### config.mk
export PLATFORM = sky130hd
export DESIGN_NAME = spi_frame_slave
export DESIGN_NICKNAME = d
export VERILOG_FILES = /design/src/rtl/spi_pkg.sv /design/src/rtl/spi_frame_slave_sample_fifo.sv /design/src/rtl/spi_frame_slave.sv
export SDC_FILE = /design/constraint.sdc
export NUM_CORES = 1
export LEC_CHECK = 0
export ABC_AREA = 1
export BUFFER_PORTS_ARGS = -buffer_cell sky130_fd_sc_hd__buf_2
export CORE_MARGIN = 5
export CORE_UTILIZATION = 35
export CTS_CLUSTER_DIAMETER = 60
export DETAILED_ROUTE_END_ITERATION = 7
export GPL_ROUTABILITY_DRIVEN = 0
export HOLD_SLACK_MARGIN = 0.02
export MAX_ROUTING_LAYER = met4
export PLACE_DENSITY = 0.52
export SYNTH_ARGS = -nofsm -noshare
export SYNTH_HDL_FRONTEND = slang
export SYNTH_SLANG_ARGS = --single-unit
### constraint.sdc
create_clock -name i_Clock -period 6.2 [get_ports i_Clock]
set_input_delay 0.93 -clock i_Clock [delete_from_list [all_inputs] [get_ports i_Clock]]
set_output_delay 0.93 -clock i_Clock [all_outputs]
set_load 0.01 [all_outputs]
### src/rtl/spi_pkg.sv
// Shared types and helpers for the SPI frame slave: FSM state encoding,
// frame-width computation and a saturating 8-bit increment.
package spi_pkg;

    typedef enum logic [1:0] {
        ST_WAIT_IDLE,
        ST_IDLE,
        ST_ACTIVE,
        ST_COMMIT
    } state_t;

    function automatic int frame_width(input int addr_width, input int data_width);
        return 1 + addr_width + data_width;
    endfunction

    function automatic logic [7:0] sat_inc8(input logic [7:0] value);
        return (value == 8'hFF) ? value : value + 8'd1;
    endfunction

endpackage

### src/rtl/spi_frame_slave_sample_fifo.sv
// Sample FIFO feeding the SPI transmit register. A pop of an empty FIFO is
// ignored here (the caller counts it); a push while full is accepted only
// when a pop frees a slot in the same cycle.
module sample_fifo #(
    parameter int DATA_WIDTH = 16,
    parameter int FIFO_DEPTH = 4
) (
    input  logic                  i_Clock,
    input  logic                  i_Reset,
    input  logic                  push_i,
    input  logic [DATA_WIDTH-1:0] data_i,
    input  logic                  pop_i,
    output logic [DATA_WIDTH-1:0] data_o,
    output logic                  full_o,
    output logic                  empty_o
);

    localparam int PW = $clog2(FIFO_DEPTH);
    localparam logic [PW-1:0] PTR_ONE = PW'(1);
    localparam logic [PW:0]   CNT_ONE = (PW + 1)'(1);
    localparam logic [PW:0]   CNT_MAX = (PW + 1)'(FIFO_DEPTH);

    logic [DATA_WIDTH-1:0] mem_q [FIFO_DEPTH];
    logic [PW-1:0]         wr_ptr_q;
    logic [PW-1:0]         rd_ptr_q;
    logic [PW:0]           count_q;
    logic                  do_push;
    logic                  do_pop;

    assign full_o  = (count_q == CNT_MAX);
    assign empty_o = (count_q == '0);
    assign do_pop  = pop_i & ~empty_o;
    assign do_push = push_i & (~full_o | do_pop);
    assign data_o  = mem_q[rd_ptr_q];

    always_ff @(posedge i_Clock) begin
        if (do_push) begin
            mem_q[wr_ptr_q] <= data_i;
        end
    end

    always_ff @(posedge i_Clock) begin
        if (i_Reset) begin
            wr_ptr_q <= '0;
            rd_ptr_q <= '0;
            count_q  <= '0;
        end else begin
            if (do_push) begin
                wr_ptr_q <= wr_ptr_q + PTR_ONE;
            end
            if (do_pop) begin
                rd_ptr_q <= rd_ptr_q + PTR_ONE;
            end
            case ({do_push, do_pop})
                2'b10:   count_q <= count_q + CNT_ONE;
                2'b01:   count_q <= count_q - CNT_ONE;
                default: count_q <= count_q;
            endcase
        end
    end

endmodule

### src/rtl/spi_frame_slave.sv
// SPI mode-0 frame slave: receives {write flag, register number, value} frames
// into register-write strobes and streams FIFO samples back on MISO.
//
// state        | meaning
// ST_WAIT_IDLE | after reset, waiting for CS_n high before accepting a frame
// ST_IDLE      | CS_n high, waiting for CS_n falling edge
// ST_ACTIVE    | frame in progress, shifting MOSI in and MISO out
// ST_COMMIT    | one cycle after CS_n rise; write strobe high if frame valid
module spi_frame_slave
    import spi_pkg::*;
#(
    parameter int ADDR_WIDTH = 15,
    parameter int DATA_WIDTH = 16,
    parameter int FIFO_DEPTH = 4
) (
    input  logic                  i_Clock,
    input  logic                  i_Reset,
    input  logic                  i_SampleValid,
    input  logic [DATA_WIDTH-1:0] i_Sample,
    output logic                  o_SampleFull,
    output logic                  o_RegWriteEnable,
    output logic [ADDR_WIDTH-1:0] o_RegWriteNumber,
    output logic [DATA_WIDTH-1:0] o_RegWriteValue,
    output logic [7:0]            o_UnderflowCount,
    output logic [7:0]            o_OverflowCount,
    output logic [7:0]            o_FrameErrorCount,
    input  logic                  i_SPI_CS_n,
    input  logic                  i_SPI_SCK,
    input  logic                  i_SPI_MOSI,
    output logic                  o_SPI_MISO
);

    localparam int FW = frame_width(ADDR_WIDTH, DATA_WIDTH);
    localparam int CW = $clog2(FW + 2);
    localparam logic [CW-1:0] CNT_ONE  = CW'(1);
    localparam logic [CW-1:0] CNT_FULL = CW'(FW);
    localparam logic [CW-1:0] CNT_SAT  = CW'(FW + 1);

    logic cs_meta_q, cs_sync_q, cs_prev_q;
    logic sck_meta_q, sck_sync_q, sck_prev_q;
    logic mosi_meta_q, mosi_sync_q;

    state_t                state_q;
    logic [CW-1:0]         bit_cnt_q;
    logic [FW-1:0]         rx_q;
    logic [DATA_WIDTH-1:0] tx_q;
    logic                  we_q;
    logic [ADDR_WIDTH-1:0] num_q;
    logic [DATA_WIDTH-1:0] val_q;
    logic [7:0]            under_q, over_q, ferr_q;

    logic                  cs_fall, cs_rise, sck_rise, sck_fall;
    logic                  frame_start;
    logic                  overflow_d;
    logic                  fifo_full, fifo_empty;
    logic [DATA_WIDTH-1:0] fifo_head;

    assign cs_fall  =  cs_prev_q & ~cs_sync_q;
    assign cs_rise  = ~cs_prev_q &  cs_sync_q;
    assign sck_rise = ~sck_prev_q &  sck_sync_q;
    assign sck_fall =  sck_prev_q & ~sck_sync_q;

    assign frame_start = (state_q == ST_IDLE) & cs_fall;
    assign overflow_d  = i_SampleValid & fifo_full & ~frame_start;

    sample_fifo #(
        .DATA_WIDTH(DATA_WIDTH),
        .FIFO_DEPTH(FIFO_DEPTH)
    ) u_fifo (
        .i_Clock(i_Clock),
        .i_Reset(i_Reset),
        .push_i (i_SampleValid),
        .data_i (i_Sample),
        .pop_i  (frame_start),
        .data_o (fifo_head),
        .full_o (fifo_full),
        .empty_o(fifo_empty)
    );

    always_ff @(posedge i_Clock) begin
        if (i_Reset) begin
            cs_meta_q   <= 1'b0;
            cs_sync_q   <= 1'b0;
            cs_prev_q   <= 1'b0;
            sck_meta_q  <= 1'b0;
            sck_sync_q  <= 1'b0;
            sck_prev_q  <= 1'b0;
            mosi_meta_q <= 1'b0;
            mosi_sync_q <= 1'b0;
        end else begin
            cs_meta_q   <= i_SPI_CS_n;
            cs_sync_q   <= cs_meta_q;
            cs_prev_q   <= cs_sync_q;
            sck_meta_q  <= i_SPI_SCK;
            sck_sync_q  <= sck_meta_q;
            sck_prev_q  <= sck_sync_q;
            mosi_meta_q <= i_SPI_MOSI;
            mosi_sync_q <= mosi_meta_q;
        end
    end

    always_ff @(posedge i_Clock) begin
        if (i_Reset) begin
            state_q   <= ST_WAIT_IDLE;
            bit_cnt_q <= '0;
            rx_q      <= '0;
            tx_q      <= '0;
            we_q      <= 1'b0;
            num_q     <= '0;
            val_q     <= '0;
            under_q   <= '0;
            over_q    <= '0;
            ferr_q    <= '0;
        end else begin
            we_q <= 1'b0;
            if (overflow_d) begin
                over_q <= sat_inc8(over_q);
            end
            case (state_q)
                ST_WAIT_IDLE: begin
                    if (cs_sync_q) begin
                        state_q <= ST_IDLE;
                    end
                end
                ST_IDLE: begin
                    if (cs_fall) begin
                        state_q   <= ST_ACTIVE;
                        bit_cnt_q <= '0;
                        rx_q      <= '0;
                        tx_q      <= fifo_empty ? '0 : fifo_head;
                        if (fifo_empty) begin
                            under_q <= sat_inc8(under_q);
                        end
                    end
                end
                ST_ACTIVE: begin
                    if (sck_rise) begin
                        rx_q <= {rx_q[FW-2:0], mosi_sync_q};
                        if (bit_cnt_q != CNT_SAT) begin
                            bit_cnt_q <= bit_cnt_q + CNT_ONE;
                        end
                    end
                    if (sck_fall) begin
                        tx_q <= {tx_q[DATA_WIDTH-2:0], 1'b0};
                    end
                    // Strobe is registered here so it is high exactly during COMMIT.
                    if (cs_rise) begin
                        state_q <= ST_COMMIT;
                        if (bit_cnt_q == CNT_FULL) begin
                            if (rx_q[FW-1]) begin
                                we_q  <= 1'b1;
                                num_q <= rx_q[FW-2 -: ADDR_WIDTH];
                                val_q <= rx_q[DATA_WIDTH-1:0];
                            end
                        end else begin
                            ferr_q <= sat_inc8(ferr_q);
                        end
                    end
                end
                ST_COMMIT: begin
                    state_q <= ST_IDLE;
                end
                default: begin
                    state_q <= ST_WAIT_IDLE;
                end
            endcase
        end
    end

    assign o_SampleFull      = fifo_full;
    assign o_RegWriteEnable  = we_q;
    assign o_RegWriteNumber  = num_q;
    assign o_RegWriteValue   = val_q;
    assign o_UnderflowCount  = under_q;
    assign o_OverflowCount   = over_q;
    assign o_FrameErrorCount = ferr_q;
    assign o_SPI_MISO        = (state_q == ST_ACTIVE) ? tx_q[DATA_WIDTH-1] : 1'b0;

endmodule
==> reports/metrics.cfg, run 1 <==
[run_status]
status=finished, final reports clean

[timing]
slew-limit-headroom=0.281
drv_slew=0
fmax_ghz=0.346
hold_viol_final=0
post-route-period-util=0.466
skew_ns=0.0203
fin_tns_setup_ns=0
tightest_slew_ns=1.08
setup-violations-final=0
fin_crit_ns=2.89
rsz0062_at_grt=false

[global_route]
antenna_found_initial=0
grt_pass1_vias=5773
grt_pass1_wl_mm=28.7
grt_max_degree=82
grt_overflow=0
grt_util_all_layers=0.135

[cts]
ctsRootBufferMaster=clkbuf_16
htreeDepth=4
clock_path_buffers=2
cts.sinks=193
clk_latency_ns=0.45
path_clk_slew_ns=0.08
post_cts_buffers=0
post_cts_resize_count=0
hold_buffers=0
numCtsBuffers=17
cts_tree=done

[floorplan]
fp.dieW_microns=164
pin_count=80
rows=56
core_sq_um=23400
initial_utilization=0.355
fp.dieH_microns=164
die_area_sq_um=26900

[critical_path]
cp_num_buf_inv=4
worstReg2RegStart=state_q[0]
startpoint_type=flop
cp-end-kind=flop
crit_path_max_incr_delay_ns=0.74
reg2reg_depth=10
critPathMaxFanout=57
rrSetupSlack_ns=3.31
crit_slowest_cell=nand3_1
cp-endpoint=tx_q[2]
path_depth=10
startpoint=state_q[0]
cp_cell_sequence=inv_1, ha_2, buf_4, inv_1, nand2_1, nand3_1, a21oi_1, nand2_1, nand2_1, inv_1
crit_type=flop to flop
timing.rr.end=tx_q[2]
arrival_ns=3.22
path_delay_family=simple AND/OR/NAND/NOR gates
cp.required_ns=6.53

[yosys]
synthDistinctLibCells=28
seq_area_frac_synth=0.543
ys_async_sr_fraction=0
synthesis.area_sq_um=8300
ys_ff_latch=193
synthFlopType=dfxtp_1
synth_area_leaders=dfxtp_1 31%, edfxtp_1 23%, nand2_1 10%
synth.net_count=1051
synth_top_area_frac=0.311
synth_area_per_cell_sq_um=8.18
synth_warnings=0
synth_cells=1015
synth_top_cell_by_area=dfxtp_1
synthTopCellsByCount=223 x nand2_1, 185 x nor2_1, 129 x dfxtp_1
synth_most_common_cell=nand2_1
synth-edff-count=64

[final_layout]
drive_gt1_frac=0.130
finalNonFillerCells=1401
area_delta_synth_final_pct=14.7
diodes=0
nets=1105

[run]
drv_cap=0

[drt]
drtIter0Drc=372
ant_nets=0
routedWlPerCell_microns=12.3
wl_met3_microns=553
highest_layer=met4
routed_wirelength_mm=17.2
drc_errors=0
vias_per_cell=4.47
num_vias=6266
dr_wl_met2_mm=7.66
wl_met1_mm=8.80
drt-pass1-iter-count=4

[pwr]
ir_drop_mv=0.162
power.total_w=0.00301
pwr_density_cell_nw_per_um2=316
p_leak_nw=4.03

[placed_design]
dp_hpwl_mm=10.5
dp_cells=1369
port_buffers=79

[min_path]
hold_class=flop to flop

state kept, by name, indices dropped and copies added (netlist names), 3 cells and up, named ones only:
name	cells
u_fifo.count_q	3
rx_q	32
o_RegWriteNumber	15
o_RegWriteValue	16
tx_q	16
o_FrameErrorCount	8
u_fifo.mem_q	64
bit_cnt_q	6
o_OverflowCount	8
o_UnderflowCount	8
where the power goes:
group,total [W],switching [W],leakage [nW],internal (W)
Clock,0.00116,0.000591,0.307,0.000565
Sequential,0.00138,0.0000230,1.63,0.00136
Combinational,0.000471,0.000327,2.09,0.000144
Total,0.00301,0.000941,4.03,0.00207
cells by family (layout without fill, tap and decap cells):
group	count (synthesis)	in the layout	synth area share
and+or+nand+nor	491	491	0.253
DFF	193	193	0.543
buffers and inverters	152	219	0.0764
AOI/OAI and AO/OA	150	150	0.0904
xor gates and xnor gates	15	15	0.0158
adders and majority gates	14	14	0.0220
stage by stage:
stage / worst slack [ns] / hold WS, ns / cell area (sq um) / util
6_report: 3.31 / 0.406 / 9520 / 0.407
5_1_grt: 2.88 / 0.435 / 9520 / 0.407
4_1_cts: 3.24 / 0.414 / 9520 / 0.407
3_5_place_dp: 3.27 / 0.402 / 8890 / 0.380
3_3_place_gp: 3.32 / 0.397 / 8890 / 0.380
2_1_floorplan: 4.01 / 0.388 / 8300 / -
tightest hold or removal path, stage by stage (launching register included):
cell and delay (ns):
dfxtp_1 0.30, inv_1 0.04, nor2_1 0.03
cells in the final DEF, fill, tap and decap left out, types with 17 or more instances in the layout:
master and n:
edfxtp_1 64, clkbuf_16 17, a21oi_1 86, buf_2 79, nand3_1 22, o21ai_0 61, nor2_1 181, nand3b_1 33
inv_1 101, dfxtp_1 129, nand2_1 223
cell type report:
type                       instances  area [sq um]
sequential                       193          4500
clock inverter                    15           204
timing repair buffer              83           425
inverter                         104           390
clock buffer                      17           425
tap                              319           399
fill                            2439         13900
multi-input combinational        670          3180
per-layer routing:
layer  up-vias  GRT usage
li1       3344          -
met1      2830      0.184
met2        82      0.205
met3        10     0.0311
met4         0     0.0332
met5         -          -
worst min path at each step:
stage	startpoint	end	slack [ns]	cells past startpoint
after CTS	cs_meta_q	cs_sync_q	0.41	2
after floorplan	cs_meta_q	cs_sync_q	0.39	2
after global placement	cs_meta_q	cs_sync_q	0.40	2
after global routing	cs_meta_q	cs_sync_q	0.44	2
after detailed placement	cs_meta_q	cs_sync_q	0.40	2
final	cs_meta_q	cs_sync_q	0.41	2
Note: power is estimated with default switching activity, not from simulation.
==> run 2: changes to the inputs <==
Clock period 6.2 ns to 2.85 ns, I/O delays scaled along.
==> run 2 against run 1 <==
Global-route usage down 0.11 points. Critical path depth down 4. Worst hold slack lost 0.20 ns. Register-to-register slack got worse by 2.5 ns. Combinational power up 130%. Sequential share of layout area is 0.25 points lower. Clock skew shrank 0.0060 ns. Count of clock-buffer cells in the layout unchanged. Power up 120%. Wire length down 0.80%. Critical path type is now flop to primary output. Largest cell class unchanged.
==> reports/metrics.cfg, run 2 (synthesized netlist as in run 1, its figures left out) <==
[global_route]
antenna_found_initial=0  ; unchanged
use_met2=0.202  ; -0.00282
top_usage_layer=met2
grt_util_all_layers=0.134  ; -0.00109
grt_overflow=0  ; unchanged
use_met1=0.183  ; -0.000334
grtUsageMet3=0.0258  ; -0.00527
grt_pass1_vias=5724  ; -0.85%
grt_max_degree=82  ; unchanged
grt_pass1_wl_mm=28.5  ; -0.62%

[placed_design]
port_buffers=79  ; unchanged
dp_hpwl_mm=10.7  ; +2.2%
dp_cells=1379  ; +0.73%

[drt]
drtIter0Drc=395  ; +6.2%
num_vias=6206  ; -0.96%
routed_wirelength_mm=17.1  ; -0.80%
vias_per_cell=4.40  ; -1.7%
drt-pass1-iter-count=4  ; unchanged
ant_nets=0  ; unchanged
drc_errors=0  ; unchanged
routedWlPerCell_microns=12.1  ; -1.5%

[pwr]
pwr_density_cell_nw_per_um2=682  ; +120%
p_leak_nw=4.07  ; +1.1%
ir_drop_mv=0.449  ; +180%
power.total_w=0.00653  ; +120%

[final_layout]
drive_gt1_frac=0.134  ; +0.00339
largest_reg_flops=64  ; unchanged
nets=1115  ; +0.90%
finalNonFillerCells=1411  ; +0.71%
diodes=0  ; unchanged
area_delta_synth_final_pct=15.3
regMostFlops=u_fifo.mem_q
top_regs=u_fifo.mem_q x64, rx_q x32
final_common_cell=nand2_1
num-fill-cells=2467  ; +1.1%
most-common-layout-cells=223 x nand2_1, 185 x nor2_1, 129 x dfxtp_1

[floorplan]
fp.dieH_microns=164  ; unchanged
core_sq_um=23400  ; unchanged
fp.dieW_microns=164  ; unchanged
pin_count=80  ; unchanged
rows=56  ; unchanged
die_area_sq_um=26900  ; unchanged
initial_utilization=0.355  ; unchanged

[timing]
fin_tns_setup_ns=0  ; unchanged
slew-limit-headroom=0.386  ; +0.105
skew_ns=0.0142  ; -0.00601 ns
tightest_slew_ns=0.920  ; -0.156 ns
drv_slew=0  ; unchanged
post-route-period-util=0.808
fmax_ghz=0.434
rsz0062_at_grt=false
setup-violations-final=0  ; unchanged
fin_crit_ns=2.30
hold_viol_final=0  ; unchanged

[critical_path]
startpoint=state_q[0]
crit_path_max_incr_delay_ns=0.49  ; -0.25 ns
cp-end-kind=primary output
arrival_ns=1.88  ; -1.34 ns
worstReg2RegStart=state_q[0]
cpMostUsedCell=inv_1
critPathMaxFanout=56  ; -1.8%
crit_slowest_cell=buf_4
startpoint_type=flop
crit_type=flop to primary output
cp.required_ns=2.42  ; -4.11 ns
cp_cell_sequence=inv_1, ha_2, buf_4, nand2_1, inv_1, buf_2
path_delay_family=buffers and inverters
cp_num_buf_inv=4  ; unchanged

[cts]
cts_tree=done
post_cts_resize_count=0  ; unchanged
cts.sinks=193  ; unchanged
path_clk_slew_ns=0.08  ; about the same
ctsRootBufferMaster=clkbuf_16
numCtsBuffers=17  ; unchanged
htreeDepth=4  ; unchanged
post_cts_buffers=0  ; unchanged
clk_latency_ns=0.43  ; -0.02 ns
clock_path_buffers=2  ; unchanged
hold_buffers=0  ; unchanged

[min_path]
worstHoldStart=i_Sample[11]
hold_class=input pin to flop

[run_status]
status=finished, final reports clean

[run]
drv_cap=0  ; unchanged

==> run 2: cell count changes in the layout (fill, tap and decap cells not counted), moves of 3 or more <==
cell	before	now
buf_4	4	13
inv_6	0	6
inv_8	8	3
nor2_1	181	185
nor2_2	5	1
inv_12	3	0
==> run 2: power by group <==
part	leakage (nW)	internal [W]	total, W	switching (W)
clock	0.295	0.00126	0.00243	0.00117
combinational	2.15	0.000365	0.00109	0.000727
sequential	1.63	0.00296	0.00301	0.0000505
==> run 2: worst paths after layout <==
kind,end,slack (ns),cells after the start
setup reg to reg,tx_q[11],0.81,9
hold / removal,u_fifo.mem_q[3][11],0.21,1
setup / recovery,o_SPI_MISO,0.55,6
hold reg to reg,cs_sync_q,0.40,2
==> run 2: worst reg2reg max path, delay by kind of cell (launching register included) <==
kind	cells	cell delay (ns)
buffers and inverters	3	0.86
adders and majority gates	1	0.17
AOI/OAI and AO/OA	2	0.24
DFF	1	0.33
and+or+nand+nor	3	0.29
==> run 2: through the flow <==
step	hold slack, ns	utilization	instance area, sq um	setup slack (ns)
3_5_place_dp	0.393	0.383	8970	0.793
6_report	0.207	0.409	9580	0.546
5_1_grt	0.188	0.409	9580	0.382
2_1_floorplan	0.388	-	8300	0.718
4_1_cts	0.184	0.409	9580	0.515
3_3_place_gp	0.393	0.383	8970	0.830
==> run 2: final cells by class <==
class | instances | area, sq um | area share
inverter | 104 | 390 | 0.0408
clock buffer | 17 | 425 | 0.0444
timing repair buffer | 93 | 513 | 0.0536
clock inverter | 15 | 178 | 0.0186
tap | 319 | 399 | 0.0417
multi-input combinational | 670 | 3170 | 0.331
sequential | 193 | 4500 | 0.470
==> run 2: layer usage <==
layer | vias to the layer above | share of wire
li1 | 3358 | -
met1 | 2766 | 0.52
met2 | 68 | 0.44
met3 | 14 | 0.030
met4 | 0 | 0.0084
met5 | - | 0
